### config.mk
export PLATFORM = sky130hd
export DESIGN_NAME = regfile_wb_arbiter
export DESIGN_NICKNAME = d
export VERILOG_FILES = /design/src/rtl/regfile_wb_arbiter.sv
export SDC_FILE = /design/constraint.sdc
export NUM_CORES = 1
export LEC_CHECK = 0
export BUFFER_PORTS_ARGS = -buffer_cell sky130_fd_sc_hd__buf_2
export CAP_MARGIN = 20
export CORE_MARGIN = 2
export CORE_UTILIZATION = 55
export CTS_BUF_LIST = sky130_fd_sc_hd__clkbuf_4 sky130_fd_sc_hd__clkbuf_8
export CTS_CLUSTER_DIAMETER = 40
export CTS_CLUSTER_SIZE = 12
export DETAILED_ROUTE_END_ITERATION = 6
export PLACE_DENSITY = 0.83
export RECOVER_POWER = 100
export SETUP_SLACK_MARGIN = 0.15
export SYNTH_ARGS = -nofsm -noshare
export SYNTH_HDL_FRONTEND = slang
export SYNTH_SLANG_ARGS = --single-unit
### constraint.sdc
create_clock -name clk -period 8.6 [get_ports clk]
set_input_delay 0 -clock clk [delete_from_list [all_inputs] [get_ports clk]]
set_output_delay 0 -clock clk [all_outputs]
set_load 0.02 [all_outputs]
### src/rtl/regfile_wb_arbiter.sv
// Register-file scoreboard with a round-robin writeback arbiter for two producers.
// Tracks pending writes, stalls hazardous issues and drives a single register-file write port.
module regfile_wb_arbiter #(
   parameter int DATA_W = 32,
   parameter int ADDR_W = 5
) (
   input  logic              clk,
   input  logic              rst_n,
   input  logic              issue_valid,
   input  logic [ADDR_W-1:0] issue_rs1_add,
   input  logic [ADDR_W-1:0] issue_rs2_add,
   input  logic [ADDR_W-1:0] issue_rd_add,
   output logic              issue_stall,
   input  logic              a_valid,
   input  logic [ADDR_W-1:0] a_rd_add,
   input  logic [DATA_W-1:0] a_data,
   output logic              a_ready,
   input  logic              b_valid,
   input  logic [ADDR_W-1:0] b_rd_add,
   input  logic [DATA_W-1:0] b_data,
   output logic              b_ready,
   output logic              reg_write,
   output logic [ADDR_W-1:0] rd_add,
   output logic [DATA_W-1:0] write_reg_data,
   output logic [ADDR_W:0]   busy_count,
   output logic              wb_err
);

   localparam int NREG = 1 << ADDR_W;

   typedef enum logic {
      GNT_A = 1'b0,
      GNT_B = 1'b1
   } grant_e;

   logic [NREG-1:0]   busy_q, busy_d;
   logic [ADDR_W:0]   count_q, count_d;
   grant_e            last_q, last_d;
   logic              err_q, err_d;
   logic              we_q, we_d;
   logic [ADDR_W-1:0] rd_q, rd_d;
   logic [DATA_W-1:0] data_q, data_d;

   logic              issue_accept;
   logic              grant_a, grant_b, xfer;
   logic [ADDR_W-1:0] xfer_rd;
   logic [DATA_W-1:0] xfer_data;
   logic              xfer_wr;

   // Hazard check uses registered busy bits only; a clear on this edge is not bypassed.
   assign issue_stall  = issue_valid &
                         (busy_q[issue_rs1_add] | busy_q[issue_rs2_add] | busy_q[issue_rd_add]);
   assign issue_accept = issue_valid & ~issue_stall;

   // Lone requester wins; under contention the one not granted last wins.
   assign grant_a   = a_valid & (~b_valid | (last_q == GNT_B));
   assign grant_b   = b_valid & (~a_valid | (last_q == GNT_A));
   assign a_ready   = grant_a;
   assign b_ready   = grant_b;
   assign xfer      = grant_a | grant_b;
   assign xfer_rd   = grant_a ? a_rd_add : b_rd_add;
   assign xfer_data = grant_a ? a_data : b_data;
   assign xfer_wr   = xfer & (xfer_rd != '0);

   always_comb begin
      // NOTE: every variable gets a default first so no path leaves one unassigned (no latches).
      busy_d  = busy_q;
      last_d  = last_q;
      err_d   = err_q;
      we_d    = xfer_wr;
      rd_d    = rd_q;
      data_d  = data_q;
      count_d = '0;

      if (xfer) begin
         last_d = grant_a ? GNT_A : GNT_B;
      end

      if (xfer_wr) begin
         rd_d   = xfer_rd;
         data_d = xfer_data;
         if (!busy_q[xfer_rd]) begin
            err_d = 1'b1;
         end
         busy_d[xfer_rd] = 1'b0;
      end

      // Applied after the clear so a same-edge issue to the same register keeps it busy.
      if (issue_accept) begin
         busy_d[issue_rd_add] = 1'b1;
      end
      busy_d[0] = 1'b0;

      for (int i = 0; i < NREG; i++) begin
         count_d = count_d + (ADDR_W + 1)'(busy_d[i]);
      end
   end

   // NOTE: sequential state uses non-blocking assignments; the async reset clears
   // every register, including the in-flight write, without waiting for a clock edge.
   always_ff @(posedge clk or negedge rst_n) begin
      if (!rst_n) begin
         busy_q  <= '0;
         count_q <= '0;
         last_q  <= GNT_B;
         err_q   <= 1'b0;
         we_q    <= 1'b0;
         rd_q    <= '0;
         data_q  <= '0;
      end else begin
         busy_q  <= busy_d;
         count_q <= count_d;
         last_q  <= last_d;
         err_q   <= err_d;
         we_q    <= we_d;
         rd_q    <= rd_d;
         data_q  <= data_d;
      end
   end

   assign reg_write      = we_q;
   assign rd_add         = rd_q;
   assign write_reg_data = data_q;
   assign busy_count     = count_q;
   assign wb_err         = err_q;

endmodule
### Yosys cells after proc, flatten, opt, wreduce, memory -nomap -nowiden

Cells that the tools add are included.

| cells by class | value |
|---|---|
| $add $sub $neg | 30 |
| multipliers | 0 |
| divide/modulo/power cells | 0 |
| magnitude comparators | 6 |
| equal/unequal tests | 0 |
| shifts and indexed selects | 0 |
| mux-type cells | 17 |
| bitwise gates (word level) | 18 |
| reduce and logical (&&, ||, !) cells | 4 |

Operator list:

| cell | number |
|---|---|
| adder 6 x 1 -> 6 bit | 25 |
| 2-to-1 mux 32 bit | 3 |
| bitwise AND 32 bit | 1 |
| inverter 32 bit | 1 |
| bitwise OR 32 bit | 1 |
| less-than comparator 5 x 6 -> 1 bit, second input constant | 4 |
| binary-select mux 1 bit (select 5 bit) | 4 |
| demux 1 bit (select 5 bit) | 2 |
| greater-or-equal comparator 5 x 1 -> 1 bit, second input constant | 2 |
| 2-to-1 mux 1 bit | 7 |
| adder 5 x 1 -> 6 bit | 1 |
| adder 4 x 1 -> 5 bit | 1 |
| bitwise AND 1 bit | 5 |
| 2-to-1 mux 5 bit | 1 |
| inverter 1 bit | 5 |
| bitwise OR 1 bit | 5 |
| nonzero test 5 bit | 1 |
| adder 3 x 1 -> 4 bit | 1 |
| adder 2 x 1 -> 3 bit | 1 |
| adder 1 x 1 -> 2 bit | 1 |
| logical AND 1 bit | 2 |
| AND reduction 2 bit | 1 |

| word-level totals | value |
|---|---|
| flip-flop bits (word level) | 77 |
| latch bits | 0 |
| memory bits (writable) | 0 |
| memory bits (read-only) | 0 |
| word-level logic and storage cells | 82 |
| memories | 0 |

### Longest topological paths before layout

Gate-level depths: netlist of run 1.

| logic depth | value |
|---|---|
| word-level depth | 43 |
| mapped depth | 25 |
| mapped depth without buffers | 24 |

### Least setup slack after synthesis of run 1

Ideal clock, no wire load.

| path | value |
|---|---|
| path type | register -> register |
| from | register busy_q[31] |
| to | register count_q[4], in the netlist busy_count[4] |
| setup time | 80 ps |
| arrival | 6,272 ps |
| data required time | 8,520 ps |
| slack | 2,248 ps |
| cell stages (with the launch flop) | 24 |
| buffers on the path | 0 |
| clock period less this slack | 6,352 ps |
| cells stage by stage | dfrtp_1 > mux4_2 > mux4_2 > or2_1 > a21boi_2 > nand2_1 > nor2_1 > a21boi_0 > fa_1 > inv_1 > fa_1 > inv_1 > fa_1 > inv_1 > fa_1 > fa_1 > fa_1 > inv_1 > fa_1 > inv_1 > fa_1 > a21o_1 > a21oi_1 > xnor2_1 |

| between the ends | value |
|---|---|
| word-level cells in the longest chain between the ends | 38 |
| elaborated cells between the ends (all ways) | 45 |
| those cells by class | 30 x add/sub; 8 x mux; 7 x bitwise |

Ends and longest elaborated chain:

| item | line | source |
|---|---|---|
| start: declaration | 36 | `logic [NREG-1:0] busy_q, busy_d;` |
| start signal: assignment | 111 | `busy_q <= busy_d;` |
| binary-select mux 1 bit (select 5 bit) | 52 | `(busy_q[issue_rs1_add] \| busy_q[issue_rs2_add] \| busy_q[issue_rd_add]);` |
| 2-to-1 mux 1 bit (implied by the code) | 52 |  |
| bitwise OR 1 bit (2 in series) | 52 |  |
| bitwise AND 1 bit | 51 | `assign issue_stall = issue_valid &` |
| inverter 1 bit | 53 | `assign issue_accept = issue_valid & ~issue_stall;` |
| bitwise AND 1 bit | 53 |  |
| 2-to-1 mux 32 bit (*) | 89 | `if (issue_accept) begin` |
| adder 1 x 1 -> 2 bit | 95 | `count_d = count_d + (ADDR_W + 1)'(busy_d[i]);` |
| adder 2 x 1 -> 3 bit | 95 |  |
| adder 3 x 1 -> 4 bit | 95 |  |
| adder 4 x 1 -> 5 bit | 95 |  |
| adder 5 x 1 -> 6 bit | 95 |  |
| adder 6 x 1 -> 6 bit (24 in series) | 95 |  |
| adder 6 x 1 -> 6 bit (*) | 95 |  |
| via count_d[4] | 37 | `logic [ADDR_W:0] count_q, count_d;` |
| end signal: assignment | 112 | `count_q <= count_d;` |
| end: declaration | 37 |  |

The timed path passes the listed nets; every way through them passes the cells marked *. The select of a mux whose other input is x is not followed.
A chain may end at the register's enable or synchronous reset.

### Worst setup path after layout of run 1

| path | value |
|---|---|
| from | register last_q |
| to | register count_q[4], in the netlist busy_count[4] |

| between the ends | value |
|---|---|
| word-level cells in the longest chain between the ends | 42 |
| elaborated cells between the ends (all ways) | 49 |
| those cells by class | 30 x add/sub; 2 x order compare; 5 x mux; 10 x bitwise; 2 x reduce/logical |

Ends and longest elaborated chain:

| item | line | source |
|---|---|---|
| start: declaration | 38 | `grant_e last_q, last_d;` |
| start signal: assignment | 113 | `last_q <= last_d;` |
| bitwise OR 1 bit | 56 | `assign grant_a = a_valid & (~b_valid \| (last_q == GNT_B));` |
| bitwise AND 1 bit | 56 |  |
| 2-to-1 mux 5 bit | 61 | `assign xfer_rd = grant_a ? a_rd_add : b_rd_add;` |
| less-than comparator 5 x 6 -> 1 bit (implied by the code) or greater-or-equal comparator 5 x 1 -> 1 bit (tied branches) | 85 | `busy_d[xfer_rd] = 1'b0;` |
| logical AND 1 bit (implied by the code) | 85 |  |
| 2-to-1 mux 1 bit (implied by the code) | 85 |  |
| demux 1 bit (select 5 bit) | 85 |  |
| inverter 32 bit (no line) | -- |  |
| (+4 left out) | -- |  |
| adder 1 x 1 -> 2 bit | 95 |  |
| adder 2 x 1 -> 3 bit | 95 |  |
| adder 3 x 1 -> 4 bit | 95 |  |
| adder 4 x 1 -> 5 bit | 95 |  |
| adder 5 x 1 -> 6 bit | 95 |  |
| adder 6 x 1 -> 6 bit (24 in series) | 95 |  |
| adder 6 x 1 -> 6 bit (*) | 95 |  |
| via count_d[4] | 37 |  |

The timed path passes the listed nets; every way through them passes the cells marked *.

==> flow_metrics.env, run 1 <==
export IMPL_h_tree_depth=3
export IMPL_worst_r2r_path_depth=22
export IMPL_synth_top_family_by_area="compound AO/OA/AOI/OAI gates"
export IMPL_ys_top_cells_by_area="dfrtp_1 (36%), mux4_2 (10%), fa_1 (8.7%)"
export IMPL_tightest_slew_ps=4198
export IMPL_relSlewSlack_pct=-179.9
export IMPL_die_area_sq_um=10390
export IMPL_drv_slew=142
export IMPL_cts_num_sinks=77
export IMPL_fin_skew_ps=17.68
export IMPL_grt_pass1_vias=5509
export IMPL_failed_checks="capacitance limit, slew limit"
export IMPL_synthAdderAreaFrac_pct=10.39
export IMPL_ys_seq_elements=77
export IMPL_yosys_area_share_simple_pct=14.68
export IMPL_grt_pass1_wl_microns=28460
export IMPL_synth_ff_type="dfrtp_1"
export IMPL_num_vias=5568
export IMPL_synth_fp_nets=680
export IMPL_cpLargestDelayFamily="adder cells"
export IMPL_finish_net_count=874
export IMPL_synth_xor_area_share_pct=0.4980
export IMPL_core_sq_um=9284
export IMPL_drive_gt1_share_pct=19.47
export IMPL_clock_latency_ps=380
export IMPL_vdd_drop_max_mv=1.298
export IMPL_area_growth_pct=29.93
export IMPL_gp_congestion=0.9716
export IMPL_synth_cell_type_count=52
export IMPL_ys_warn_count=0
export IMPL_io_pins=142
export IMPL_rsz0062_at_grt="no"
export IMPL_wl_met3_microns=2001
export IMPL_r2r_setup_slack_ps=940
export IMPL_synth_top_cell_by_area="dfrtp_1"
export IMPL_cts_max_path_buffers=2
export IMPL_synth_edf_count=0
export IMPL_n_antenna_cell=0
export IMPL_postRouteAntennaNets=0
export IMPL_yosysSeqAreaShare_pct=36.54
export IMPL_whs_ps=62.01
export IMPL_power_leakage_nw=3.104
export IMPL_highest_layer="met4"
export IMPL_remaining_drc_errors=0
export IMPL_holdPathStages=3
export IMPL_max_freq_mhz=130.5
export IMPL_synth_compound_area_share_pct=17.74
export IMPL_crit_required_ps=8900
export IMPL_grt_max_degree=78
export IMPL_post_synth_top_count_cell="nand2_1"
export IMPL_vias_per_cell=6.299
export IMPL_synth_common_cells="nand2_1 (82), dfrtp_1 (76), o21ai_0 (53), nor2_1 (47), inv_1 (38)"
export IMPL_hp_class="input pin to register"
export IMPL_hold_viol=0
export IMPL_cp_start_kind="register"
export IMPL_status="finished, violations left"
export IMPL_port_buffers=141
export IMPL_cts_tree="built"
export IMPL_antenna_found_initial=0
export IMPL_clkTransAtPathRegs_ps=80
export IMPL_path_common_cell="fa_1"
export IMPL_avgSynthCellArea_sq_um=9.490
export IMPL_cp_num_buf_inv=5
export IMPL_path_cells="nand2b_1, nand2_1, clkbuf_1, mux2i_1, buf_4, nand2_1, or2_2, a22oi_1, fa_1, fa_1, inv_1, fa_1, fa_1, fa_1, fa_1, inv_1, fa_1, inv_1, fa_1, a21o_1, a21oi_1, xnor2_1"
export IMPL_cp_data_arrival_time_ps=7960
export IMPL_start_util_pct=56.83
export IMPL_critPathCaptureType="register"
export IMPL_min_from="a_valid"
export IMPL_rr_endpoint="busy_count[4]$_DFF_PN0_"
export IMPL_hpwl_microns=11930
export IMPL_max_stage_delay_ps=710
export IMPL_overflow=0
export IMPL_fin_crit_sh_pct=89.09
export IMPL_critPathSlowestCell="nand2_1"
export IMPL_cts_buffers=9
export IMPL_setup_viol=0
export IMPL_wl_met1_microns=6785
export IMPL_power_density_nw_per_um2=401.9
export IMPL_synth_top_area_share_pct=36.04
export IMPL_hold_end="rd_add[2]$_DFFE_PN0N_"
export IMPL_syn_area_sq_um=5276
export IMPL_r2r_start="last_q$_DFFE_PN1P_"
export IMPL_crit_fanout=27
export IMPL_placementRows=35
export IMPL_max_cap_violations=2
export IMPL_worstSetupPathType="register to register"
export IMPL_grtUsageTotal_pct=36.33
export IMPL_cts_root_buf="clkbuf_8"
export IMPL_first_iter_violations=538
export IMPL_drt_pass1_iterations=6
export IMPL_async_flop_share_pct=100.0
export IMPL_syn_instance_count=556
export IMPL_period_minus_slack_ps=7662
export IMPL_wl_microns=18390
export IMPL_muxShareOfSynthArea_pct=15.13
export IMPL_wl_met2_microns=8694
export IMPL_die_h_microns=101.9
export IMPL_wire_per_inst_microns=20.80
export IMPL_fin_setup_tns_ps=0
export IMPL_die_w_microns=101.9
## flip-flops by register name, summed over array words and instances (netlist names)
register / count
reg_write: 1
write_reg_data: 32
rd_add: 5
busy_q: 31
busy_count: 6
wb_err: 1
last_q: 1
## power breakdown
group	leakage, nW	switching, mW	internal, mW	total [mW]
Sequential	0.940	0.0998	0.484	0.584
Combinational	2.07	1.04	0.859	1.90
Clock	0.0887	0.148	0.125	0.273
## cells in the final DEF (no fill, tap or decap), drive strengths merged, types with 3 or more instances in the layout
master | netlist | layout
buf | 8 | 96
nand2 | 82 | 82
dfrtp | 76 | 76
dlygate4sd3 | 0 | 67
clkbuf | 22 | 62
o21ai | 58 | 58
nor2 | 47 | 47
inv | 38 | 39
a31oi | 36 | 36
mux4 | 24 | 24
fa | 23 | 23
mux2i | 19 | 19
o21a | 16 | 16
a21oi | 12 | 12
nor2b | 7 | 7
nor3 | 7 | 7
ha | 7 | 7
mux2 | 6 | 6
a21o | 5 | 5
or2 | 5 | 5
and2 | 4 | 4
a22oi | 4 | 4
and3 | 4 | 4
nand3 | 4 | 4
a22o | 3 | 3
nand2b | 3 | 3
nor4 | 3 | 3
nand4 | 3 | 3
o22ai | 3 | 3
clkinvlp | 0 | 3
a21boi | 3 | 3
## final cells by class
class	instances	area [sq um]
fill	669	2429
inverter	39	146.4
multi-input combinational	410	3083
timing repair buffer	213	1346
sequential	77	1928
tap	129	161.4
clock inverter	4	31.28
clock buffer	12	158.9
## worst max-delay path by stage
stage                         startpoint                      end  slack (ps)  depth (start not counted)
detailed placement    last_q$_DFFE_PN1P_  busy_count[4]$_DFF_PN0_        1100                         21
global route          last_q$_DFFE_PN1P_  busy_count[4]$_DFF_PN0_         540                         23
CTS                   last_q$_DFFE_PN1P_  busy_count[4]$_DFF_PN0_        1060                         21
finish                last_q$_DFFE_PN1P_  busy_count[4]$_DFF_PN0_         940                         22
global placement      last_q$_DFFE_PN1P_  busy_count[4]$_DFF_PN0_        1360                         21
floorplan           busy_q[31]$_DFF_PN0_  busy_count[4]$_DFF_PN0_        2250                         23
## per-stage QoR
step | cell area [sq um] | util [%] | power (mW) | setup WS (ps) | cells
5_1_grt | 6855 | 73.84 | 3.115 | 538.2 | 884
2_1_floorplan | 5276 | - | 2.035 | 2248 | 556
4_1_cts | 6944 | 74.80 | 2.789 | 1061 | 884
3_3_place_gp | 6083 | 65.53 | 2.367 | 1364 | 801
3_5_place_dp | 6083 | 65.53 | 2.490 | 1098 | 801
6_report | 6855 | 73.84 | 2.755 | 938.1 | 884
## kinds of logic (layout without fill, tap and decap cells)
group | count (synthesis) | in the layout
adder cells (fa/ha/maj) | 30 | 30
XOR/XNOR | 3 | 3
flip-flops | 77 | 77
buffers and inverters | 69 | 268
AO/OA/AOI/OAI | 152 | 152
AND/OR/NAND/NOR | 176 | 176
multiplexers | 49 | 49
## layer usage
metal,global-route usage (%),up-vias
met4,19.59,0
met2,59.67,481
met3,9.029,91
li1,-,2365
met5,0,-
met1,44.41,2631
## what timing repair did
action,CTS,global route
hold buffers,67,0
resized for setup,0,0
buffers inserted,0,0
endpoints found under the setup margin,0,0
hold endpoints to repair,109,0
## worst register-to-register path, stage by stage, from the launching register on
cell and delay, ps:
dfstp_1 380, nand2b_1 190, nand2_1 710, clkbuf_1 660, mux2i_1 280, buf_4 230
nand2_1 240, or2_2 370, a22oi_1 360, fa_1 510, fa_1 490, inv_1 50
fa_1 530, fa_1 450, fa_1 550, fa_1 430, inv_1 80, fa_1 150
inv_1 60, fa_1 390, a21o_1 190, a21oi_1 170, xnor2_1 130
No activity file was read; power rests on OpenSTA's default activity.
==> run 2: changes to the inputs <==
--- a/config.mk
+++ b/config.mk
@@ -5,15 +5,15 @@
 export SDC_FILE = /design/constraint.sdc
 export NUM_CORES = 1
 export LEC_CHECK = 0
-export BUFFER_PORTS_ARGS = -buffer_cell sky130_fd_sc_hd__buf_2
 export CAP_MARGIN = 20
 export CORE_MARGIN = 2
-export CORE_UTILIZATION = 55
+export CORE_UTILIZATION = 65
 export CTS_BUF_LIST = sky130_fd_sc_hd__clkbuf_4 sky130_fd_sc_hd__clkbuf_8
 export CTS_CLUSTER_DIAMETER = 40
 export CTS_CLUSTER_SIZE = 12
 export DETAILED_ROUTE_END_ITERATION = 6
-export PLACE_DENSITY = 0.83
+export DONT_BUFFER_PORTS = 1
+export PLACE_DENSITY = 0.81
 export RECOVER_POWER = 100
 export SETUP_SLACK_MARGIN = 0.15
 export SYNTH_ARGS = -nofsm -noshare
==> run 2 against run 1 <==
  * The run ends with DRC, capacitance limit, slew limit left
  * Critical endpoint unchanged
  * Sequential share of layout area up 2.5 points
  * Setup slack gained 84 ps
  * Total power up 3.8%
  * Die area shrank 15%
  * Critical path depth shrank 1
==> flow_metrics.env, run 2 (same netlist as run 1, synthesis figures left out) <==
export IMPL_failed_checks="DRC, capacitance limit, slew limit"
export IMPL_first_iter_violations=622
export IMPL_worst_r2r_path_depth=21
export IMPL_power_leakage_nw=2.735
export IMPL_finish_net_count=743
export IMPL_status="finished, violations left"
export IMPL_antenna_found_initial=0
export IMPL_die_w_microns=94.10
export IMPL_setup_viol=0
export IMPL_layout_cells_most_common="nand2_1"
export IMPL_clkTransAtPathRegs_ps=110
export IMPL_period_minus_slack_ps=7578
export IMPL_place_inst=632
export IMPL_crit_required_ps=8900
export IMPL_seqCellArea_sq_um=1928
export IMPL_path_common_cell="fa_1"
export IMPL_wire_per_inst_microns=23.21
export IMPL_tightest_slew_ps=4093
export IMPL_fin_ws_ps=1022
export IMPL_grt_pass1_wl_microns=27030
export IMPL_grt_pass1_vias=5261
export IMPL_n_antenna_cell=0
export IMPL_postRouteAntennaNets=0
export IMPL_start_util_pct=67.58
export IMPL_io_pins=142
export IMPL_hp_class="input pin to register"
export IMPL_wl_microns=16850
export IMPL_worstSetupPathType="register to register"
export IMPL_max_stage_delay_ps=690
export IMPL_critPathCaptureType="register"
export IMPL_port_buffers=0
export IMPL_grt_max_degree=78
export IMPL_whs_ps=8.022
export IMPL_max_cap_violations=2
export IMPL_stdcell_count=726
export IMPL_vias_per_cell=6.968
export IMPL_drt_pass1_iterations=7
export IMPL_h_tree_depth=3
export IMPL_placementRows=32
export IMPL_remaining_drc_errors=18
export IMPL_multiInputGateArea_sq_um=3083
export IMPL_vdd_drop_max_mv=1.837
export IMPL_drive_gt1_share_pct=8.654
export IMPL_drv_slew=139
export IMPL_cts_tree="built"
export IMPL_path_cells="mux4_2, a22oi_1, nand3_1, nor4_1, nand4_1, o21ai_0, fa_1, inv_1, fa_1, fa_1, inv_1, fa_1, fa_1, fa_1, inv_1, fa_1, inv_1, fa_1, a21o_1, a21oi_1, xnor2_1"
export IMPL_dpl_worst_slack_ps=1249
export IMPL_hpwl_microns=10720
export IMPL_r2r_setup_slack_ps=1020
export IMPL_power_density_nw_per_um2=454.6
export IMPL_crit_fanout=11
export IMPL_cts_root_buf="clkbuf_8"
export IMPL_fin_setup_tns_ps=0
export IMPL_overflow=0
export IMPL_cts_num_sinks=77
export IMPL_largest_reg_flops=32
export IMPL_cp_data_arrival_time_ps=7880
export IMPL_cts_max_path_buffers=2
export IMPL_holdPathStages=2
export IMPL_gp_congestion=1.054
export IMPL_hold_viol=0
export IMPL_critPathSlowestCell="nor4_1"
export IMPL_die_h_microns=94.10
export IMPL_rsz0062_at_grt="no"
export IMPL_max_freq_mhz=132.0
export IMPL_relSlewSlack_pct=-172.8
export IMPL_num_vias=5059
export IMPL_grtUsageTotal_pct=40.73
export IMPL_clock_latency_ps=390
export IMPL_area_growth_pct=19.26
export IMPL_cts_buffers=9
export IMPL_n_fill_cell=465
export IMPL_fin_crit_sh_pct=88.11
export IMPL_post_cts_setup_buffers=0
export IMPL_cp_start_kind="register"
export IMPL_die_area_sq_um=8854
export IMPL_core_sq_um=7807
export IMPL_layout_common_cells="nand2_1 (82), dlygate4sd3_1 (77), dfrtp_1 (76), o21ai_0 (58), nor2_1 (47)"
export IMPL_fin_skew_ps=20.39
run 2: cell count changes in the layout (fill, tap and decap cells not counted), sizes merged:
cell         previous run  this run
buf                    96         2
clkbuf                 62        12
dlygate4sd3            67        77
inv                    39        43
clkinvlp                3         1
bufinv                  0         1
run 2: worst paths after layout:
check	start	to
max	busy_q[18]$_DFF_PN0_	busy_count[4]$_DFF_PN0_
max in group asynchronous	rst_n	busy_q[27]$_DFF_PN0_
min	a_rd_add[3]	rd_add[3]$_DFFE_PN0N_
max reg2reg	busy_q[18]$_DFF_PN0_	busy_count[4]$_DFF_PN0_
min in group asynchronous	rst_n	wb_err$_DFFE_PN0P_
min reg2reg	busy_q[28]$_DFF_PN0_	busy_q[28]$_DFF_PN0_
run 2: worst max-delay path: cells and delay by family (launching register included):
family,cells,cell delay [ps]
AO/OA/AOI/OAI,4,1220
XOR/XNOR,1,130
adder cells (fa/ha/maj),8,3450
buffers and inverters,4,290
flip-flops,1,460
multiplexers,1,500
AND/OR/NAND/NOR,3,1420
run 2: repair_timing:
item	in CTS	in global routing
hold endpoints to repair	123	0
hold buffers	78	0
gates resized for setup	0	0
run 2: area by class of cell:
cell class                 count  area share, %
clock buffer                   9          1.969
clock inverter                 7          1.372
inverter                      39          2.327
multi-input combinational    410          49.00
sequential                    77          30.64
tap                          102          2.028
timing repair buffer          82          12.67
run 2: per-layer routing:
metal	up-vias	wire, microns	GRT usage [%]	part of all wire (%)
met5	-	0	0	0
met4	0	833	18.72	4.9
met3	110	2370	15.57	14
met2	485	7907	64.17	47
met1	2362	5742	49.81	34
li1	2102	-	-	-
run 2: power by group:
group          internal (mW)  switching [mW]  total, mW  leakage (nW)
logic                  0.877            1.04       1.92          1.69
clock network          0.141           0.170      0.312         0.105
registers              0.484           0.149      0.633         0.940
run 2: through the flow:
step | instance area [sq um] | utilization [%] | power (mW)
6_report | 6292 | 80.59 | 2.861
5_1_grt | 6292 | 80.59 | 3.188
4_1_cts | 6342 | 81.23 | 2.828
3_5_place_dp | 5334 | 68.32 | 2.455
3_3_place_gp | 5334 | 68.32 | 2.400
2_1_floorplan | 5276 | - | 2.035
